[src/rtl/display_source_scheduler.sv]
// rtl/display_source_scheduler.sv - rotates four CPU-written slots onto a hex display with debug override
// Optional feature macro: DISPLAY_BLINK_EN (blank blinks while the debug requester owns the display)
module display_source_scheduler #(
    parameter int DWELL_CYCLES = 50000000,
    parameter int BLINK_CYCLES = 25000000
) (
    input  logic        clk,
    input  logic        rst,
    input  logic        wr_en,
    input  logic [1:0]  wr_sel,
    input  logic [31:0] wr_data,
    input  logic        pause,
    input  logic        dbg_req,
    input  logic [31:0] dbg_data,
    output logic        dbg_ack,
    output logic [31:0] data_to_display,
    output logic [1:0]  active_slot,
    output logic        blank
);

    localparam int CW = (DWELL_CYCLES > 2) ? $clog2(DWELL_CYCLES) : 1;
    localparam logic [CW-1:0] CNT_LAST = CW'(DWELL_CYCLES - 1);

    typedef enum logic {
        ST_ROTATE = 1'b0,
        ST_DEBUG  = 1'b1
    } state_t;

    state_t        state_q, state_d;
    logic [CW-1:0] cnt_q, cnt_d;
    logic [1:0]    active_slot_q, active_slot_d;
    logic [31:0]   slot_q [4];
    logic [31:0]   slot_d [4];
    logic [3:0]    valid_q, valid_d;
    logic [31:0]   data_q, data_d;
    logic          dbg_ack_q, dbg_ack_d;
    logic [1:0]    next_slot;

    // Next valid slot after the active one (ascending, wrapping); stays put if none other is valid.
    // Uses the pre-edge valid bits so a same-cycle write cannot influence the advance.
    always_comb begin
        logic       found;
        logic [1:0] idx;
        next_slot = active_slot_q;
        found     = 1'b0;
        idx       = 2'd0;
        for (int i = 1; i < 4; i++) begin
            idx = active_slot_q + 2'(i);
            if (!found && valid_q[idx]) begin
                next_slot = idx;
                found     = 1'b1;
            end
        end
    end

    // Next-state logic: FSM, dwell counter, rotation, slot writes and display word selection.
    always_comb begin
        state_d       = state_q;
        cnt_d         = cnt_q;
        active_slot_d = active_slot_q;
        slot_d        = slot_q;
        valid_d       = valid_q;

        // Display word reflects the selection seen at this edge (pre-edge state and registers).
        if (state_q == ST_DEBUG) begin
            data_d = dbg_data;
        end else if (valid_q[active_slot_q]) begin
            data_d = slot_q[active_slot_q];
        end else begin
            data_d = 32'h0;
        end

        case (state_q)
            ST_ROTATE: begin
                if (dbg_req) begin
                    state_d = ST_DEBUG;
                end else if (!pause) begin
                    if (cnt_q == CNT_LAST) begin
                        cnt_d         = '0;
                        active_slot_d = next_slot;
                    end else begin
                        cnt_d = cnt_q + 1'b1;
                    end
                end
            end
            ST_DEBUG: begin
                if (!dbg_req) begin
                    state_d = ST_ROTATE;
                    cnt_d   = '0;
                end
            end
            default: begin
                state_d = ST_ROTATE;
                cnt_d   = '0;
            end
        endcase

        // Writes are accepted in every state and never gated by pause.
        if (wr_en) begin
            slot_d[wr_sel]  = wr_data;
            valid_d[wr_sel] = 1'b1;
        end

        dbg_ack_d = (state_d == ST_DEBUG);
    end

    // State register with asynchronous clear.
    always_ff @(posedge clk or posedge rst) begin
        if (rst) begin
            state_q       <= ST_ROTATE;
            cnt_q         <= '0;
            active_slot_q <= 2'd0;
            valid_q       <= 4'b0000;
            data_q        <= 32'h0;
            dbg_ack_q     <= 1'b0;
            for (int i = 0; i < 4; i++) begin
                slot_q[i] <= 32'h0;
            end
        end else begin
            state_q       <= state_d;
            cnt_q         <= cnt_d;
            active_slot_q <= active_slot_d;
            valid_q       <= valid_d;
            data_q        <= data_d;
            dbg_ack_q     <= dbg_ack_d;
            for (int i = 0; i < 4; i++) begin
                slot_q[i] <= slot_d[i];
            end
        end
    end

`ifdef DISPLAY_BLINK_EN
    localparam int BW = $clog2(BLINK_CYCLES + 1);
    localparam logic [BW-1:0] BLINK_LAST = BW'(BLINK_CYCLES - 1);

    logic [BW-1:0] blink_cnt_q, blink_cnt_d;
    logic          blank_q, blank_d;

    // Blink phase: restarts low on debug entry, toggles every BLINK_CYCLES while in debug.
    always_comb begin
        blink_cnt_d = '0;
        blank_d     = 1'b0;
        if (state_q == ST_DEBUG && state_d == ST_DEBUG) begin
            if (blink_cnt_q == BLINK_LAST) begin
                blink_cnt_d = '0;
                blank_d     = ~blank_q;
            end else begin
                blink_cnt_d = blink_cnt_q + 1'b1;
                blank_d     = blank_q;
            end
        end
    end

    // Blink register with asynchronous clear.
    always_ff @(posedge clk or posedge rst) begin
        if (rst) begin
            blink_cnt_q <= '0;
            blank_q     <= 1'b0;
        end else begin
            blink_cnt_q <= blink_cnt_d;
            blank_q     <= blank_d;
        end
    end

    assign blank = blank_q;
`else
    assign blank = 1'b0;
`endif

    assign dbg_ack         = dbg_ack_q;
    assign data_to_display = data_q;
    assign active_slot     = active_slot_q;

endmodule

[config.mk]
export PLATFORM = sky130hd
export DESIGN_NAME = display_source_scheduler
export DESIGN_NICKNAME = d
export VERILOG_FILES = /design/src/rtl/display_source_scheduler.sv
export SDC_FILE = /design/constraint.sdc
export NUM_CORES = 1
export LEC_CHECK = 0
export CORE_UTILIZATION = 50
export CTS_CLUSTER_DIAMETER = 40
export CTS_CLUSTER_SIZE = 8
export DETAILED_ROUTE_END_ITERATION = 10
export PLACE_DENSITY = 0.76
export SLEW_MARGIN = 10
export SYNTH_ARGS = -nofsm -noshare
export SYNTH_HDL_FRONTEND = slang
export SYNTH_SLANG_ARGS = --single-unit
[constraint.sdc]
create_clock -name clk -period 6.55 [get_ports clk]
set_clock_uncertainty 0.1 [all_clocks]
set_input_delay 1.31 -clock clk [delete_from_list [all_inputs] [get_ports clk]]
set_output_delay 1.31 -clock clk [all_outputs]
set_load 0.005 [all_outputs]
==> metrics.log <==
[metrics] total detailed-routing wirelength: 18,500 um
[metrics] clk sinks: 193
[metrics] post-route antenna net violation count: 0
[metrics] Async SR Flop Fraction: 100%
[metrics] DR iter-0 viols: 357
[metrics] hpwl dp: 11,400 um
[metrics] clk buf depth: 2
[metrics] number of remaining DRC errors: 0
[metrics] number of warning messages in the yosys log: 0
[metrics] status: finished clean
[metrics] flip-flop cell with the highest count after synthesis: sky130_fd_sc_hd__dfrtp_1
[metrics] Reg-to-Reg Start: dbg_ack$_DFF_PP0_
[metrics] TritonCTS clock tree: built
[metrics] library cell contributing the largest single delay on the critical path: sky130_fd_sc_hd__dfrtp_2
[metrics] crit path cell chain: clkdlybuf4s50_1
[metrics] starting density of the core: 50.9%
[metrics] global-route wire length before repair: 31,000 um
[metrics] CTS Buf Count: 17
[metrics] Clk pin slew, worst setup/hold paths: 0.06 ns
[metrics] CTS root buf: sky130_fd_sc_hd__clkbuf_16
[metrics] I/O pins: 107
[metrics] Remaining Overflow, GRT: 0
[metrics] number of antenna diodes: 0
[metrics] areal power density over the cells: 270 nW/um2
[metrics] largest stage delay on the critical path: 1.13 ns
[metrics] final worst-path cycle share: 55.4%
[metrics] EDFF count, synth: 0
[metrics] final hold violation count: 0
[metrics] data required time at the worst endpoint: 5.14 ns
[metrics] Synth Register Bits: 193
[metrics] number of distinct library cells after synthesis: 44
[metrics] initial antenna violation count: 0
[metrics] cts-stage hold buffer count: 0
[metrics] unrepaired setup endpoints after global routing: false
[metrics] sum of negative setup slack: 0 ns
[metrics] Worst Tran Pin Value: 1.24 ns
[metrics] Die ar.: 18,100 um2
[metrics] cell class contributing the biggest share of worst-path delay: flip-flops
[metrics] average cell area after synthesis: 13.1 um2
[metrics] core footprint: 17,200 um2
[metrics] chip width: 134 um
[metrics] Clk Latency, worst-skew pair: 0.42 ns
[metrics] Post-Syn Nets: 739
[metrics] cells resized by post-CTS repair: 0
[metrics] number of vias per cell: 5.84
[metrics] All-Layer GR Usage: 22.2%
[metrics] synthesis-to-finish area growth: 20.2%
[metrics] Startpoint Class: flop
[metrics] input/output buffers: 105
[metrics] Filler Cell Count: 1,315
[metrics] type of the setup path with the least slack: reg -> out
[metrics] static power due to leakage: 4.26 nW
[metrics] routed vias: 5,796
[metrics] maximum number of pins on one net before global-route repair: 194
[metrics] final setup vio count: 0
[metrics] post-synthesis sequential area ratio: 55.1%
[metrics] final weighted congestion in routability-driven placement: 0.817
[metrics] min-delay src: cnt_q[18]$_DFFE_PP0P_
[metrics] clock period minus worst slack: 3.63 ns
[metrics] layout cells sized above 1: 28.2%
[metrics] maximum achievable frequency: 0.275 GHz
[metrics] die span in y: 134 um
[metrics] Critical path origin: active_slot[1]$_DFFE_PP0P_
[metrics] Placement Rows: 48
[metrics] post-layout net count: 827
[metrics] post-synthesis instance area: 8770 um2
[metrics] number of H-tree levels: 4
[metrics] Max Slew Vio Count: 0
[metrics] Max VDD drop: 0.205 mV
[metrics] Critical path buffers and inverters: 1
[metrics] WP data arrival: 2.22 ns
[metrics] category of the worst setup path capture point: output pin
[metrics] number of global-route vias before repair: 6,152
[metrics] average detailed-routed wire length per instance: 18.7 um
[metrics] path category of the worst min-delay check: reg -> reg
[metrics] Initial DRT Pass Iterations: 6
[metrics] worst hold slack across all endpoints: 0.375 ns
[metrics] Max FO, Critical Path: 44
[metrics] worst rel slew slack: 17.5%
[metrics] cell count after synthesis: 667
[metrics] # Post-CTS Setup Buffers: 0
[metrics] maxcap violations: 0
## layer usage
| metal | share of wire (%) | routed length [um] | GRT usage, % | vias up |
|---|---|---|---|---|
| met5 | 0 | 0 | 0 | - |
| met2 | 52 | 9630 | 38.5 | 159 |
| met3 | 4.6 | 857 | 4.50 | 16 |
| li1 | - | - | - | 2601 |
| met1 | 42 | 7840 | 28.1 | 3020 |
| met4 | 1.1 | 197 | 6.49 | 0 |
## registers in the layout (all words and copies together), names as in the netlist
signal	flops
valid_q	4
dbg_ack	1
data_to_display	32
cnt_q	26
active_slot	2
slot_q	128
## layout by cell type, fill, tap and decap left out, types with 15 or more instances in the layout
cell type                         instances
sky130_fd_sc_hd__dfrtp_1                190
sky130_fd_sc_hd__mux2_2                 131
sky130_fd_sc_hd__clkdlybuf4s50_1        105
sky130_fd_sc_hd__nand2_1                 48
sky130_fd_sc_hd__o21ai_0                 43
sky130_fd_sc_hd__nand2b_1                40
sky130_fd_sc_hd__mux4_2                  32
sky130_fd_sc_hd__a31oi_1                 20
sky130_fd_sc_hd__a21oi_1                 19
sky130_fd_sc_hd__clkbuf_16               17
sky130_fd_sc_hd__nand3_1                 15
## metrics by stage
step	instances	cell area, um2	setup slack [ns]	total power [W]	util, %
2_1_floorplan	667	8770	2.65	0.00172	-
3_3_place_gp	961	10000	2.92	0.00187	58.0
3_5_place_dp	961	10000	2.82	0.00191	58.0
4_1_cts	992	10500	2.92	0.00287	61.2
5_1_grt	992	10500	2.84	0.00297	61.2
6_report	992	10500	2.92	0.00285	61.2
## kinds of logic (layout without fill, tap and decap cells)
logic type	after synthesis	count (layout)	synth area share (%)
fa+ha+maj	1	1	0.143
xor+xnor	1	1	0.0999
mux	172	172	26.1
other cells	1	1	0.0428
buf+inv	50	150	2.50
flops	193	193	55.1
simple gates	158	158	10.3
compound gates	91	91	5.78
## final cells by class
type / instances / area [um2] / share of cell area, %
clock buffers: 23 / 488 / 4.63
clock inverters: 8 / 56.3 / 0.534
inverters: 7 / 30.0 / 0.285
multi-input cells: 424 / 3740 / 35.4
flip-flops and latches: 193 / 4830 / 45.8
well taps: 225 / 282 / 2.67
repair buffers: 112 / 1120 / 10.6
## where the power goes
group	switching (W)	internal (W)	leakage, nW
sequential	0.0000942	0.00137	2.33
combinational	0.000151	0.000270	1.66
clock	0.000434	0.000525	0.265
total	0.000679	0.00217	4.26
## synth_stat cells (2+ instances only)
library cell | instances | area (um2)
sky130_fd_sc_hd__nor2_1 | 8 | 30.0
sky130_fd_sc_hd__inv_1 | 7 | 26.3
sky130_fd_sc_hd__dfrtp_1 | 193 | 4830
sky130_fd_sc_hd__nor3_1 | 5 | 25.0
sky130_fd_sc_hd__or3_1 | 3 | 18.8
sky130_fd_sc_hd__a31oi_1 | 20 | 125
sky130_fd_sc_hd__buf_2 | 16 | 80.1
sky130_fd_sc_hd__clkbuf_1 | 25 | 93.8
sky130_fd_sc_hd__mux2_2 | 131 | 1480
sky130_fd_sc_hd__nand2b_1 | 40 | 250
sky130_fd_sc_hd__o21ai_0 | 44 | 220
sky130_fd_sc_hd__nand2_1 | 48 | 180
sky130_fd_sc_hd__and4_1 | 4 | 35.0
sky130_fd_sc_hd__or2_2 | 2 | 12.5
sky130_fd_sc_hd__or4_1 | 2 | 15.0
sky130_fd_sc_hd__mux2i_1 | 9 | 90.1
sky130_fd_sc_hd__nand4_1 | 11 | 68.8
sky130_fd_sc_hd__a21oi_1 | 20 | 100
sky130_fd_sc_hd__nand3b_1 | 4 | 30.0
sky130_fd_sc_hd__nand3_1 | 16 | 80.1
sky130_fd_sc_hd__mux4_2 | 32 | 721
sky130_fd_sc_hd__and3_1 | 4 | 25.0
sky130_fd_sc_hd__nor4_4 | 2 | 42.5
## worst paths after layout
path | to | slack [ns] | cells past startpoint
max in group asynchronous | active_slot[1]$_DFFE_PP0P_ | 4.11 | 3
hold / removal | cnt_q[18]$_DFFE_PP0P_ | 0.37 | 1
hold reg to reg | cnt_q[18]$_DFFE_PP0P_ | 0.37 | 1
setup reg to reg | cnt_q[19]$_DFFE_PP0P_ | 3.68 | 5
setup / recovery | active_slot[1] | 2.92 | 1
min in group asynchronous | slot_q[92]$_DFFE_PP0P_ | 1.38 | 3
(Power assumes the default switching activity.)
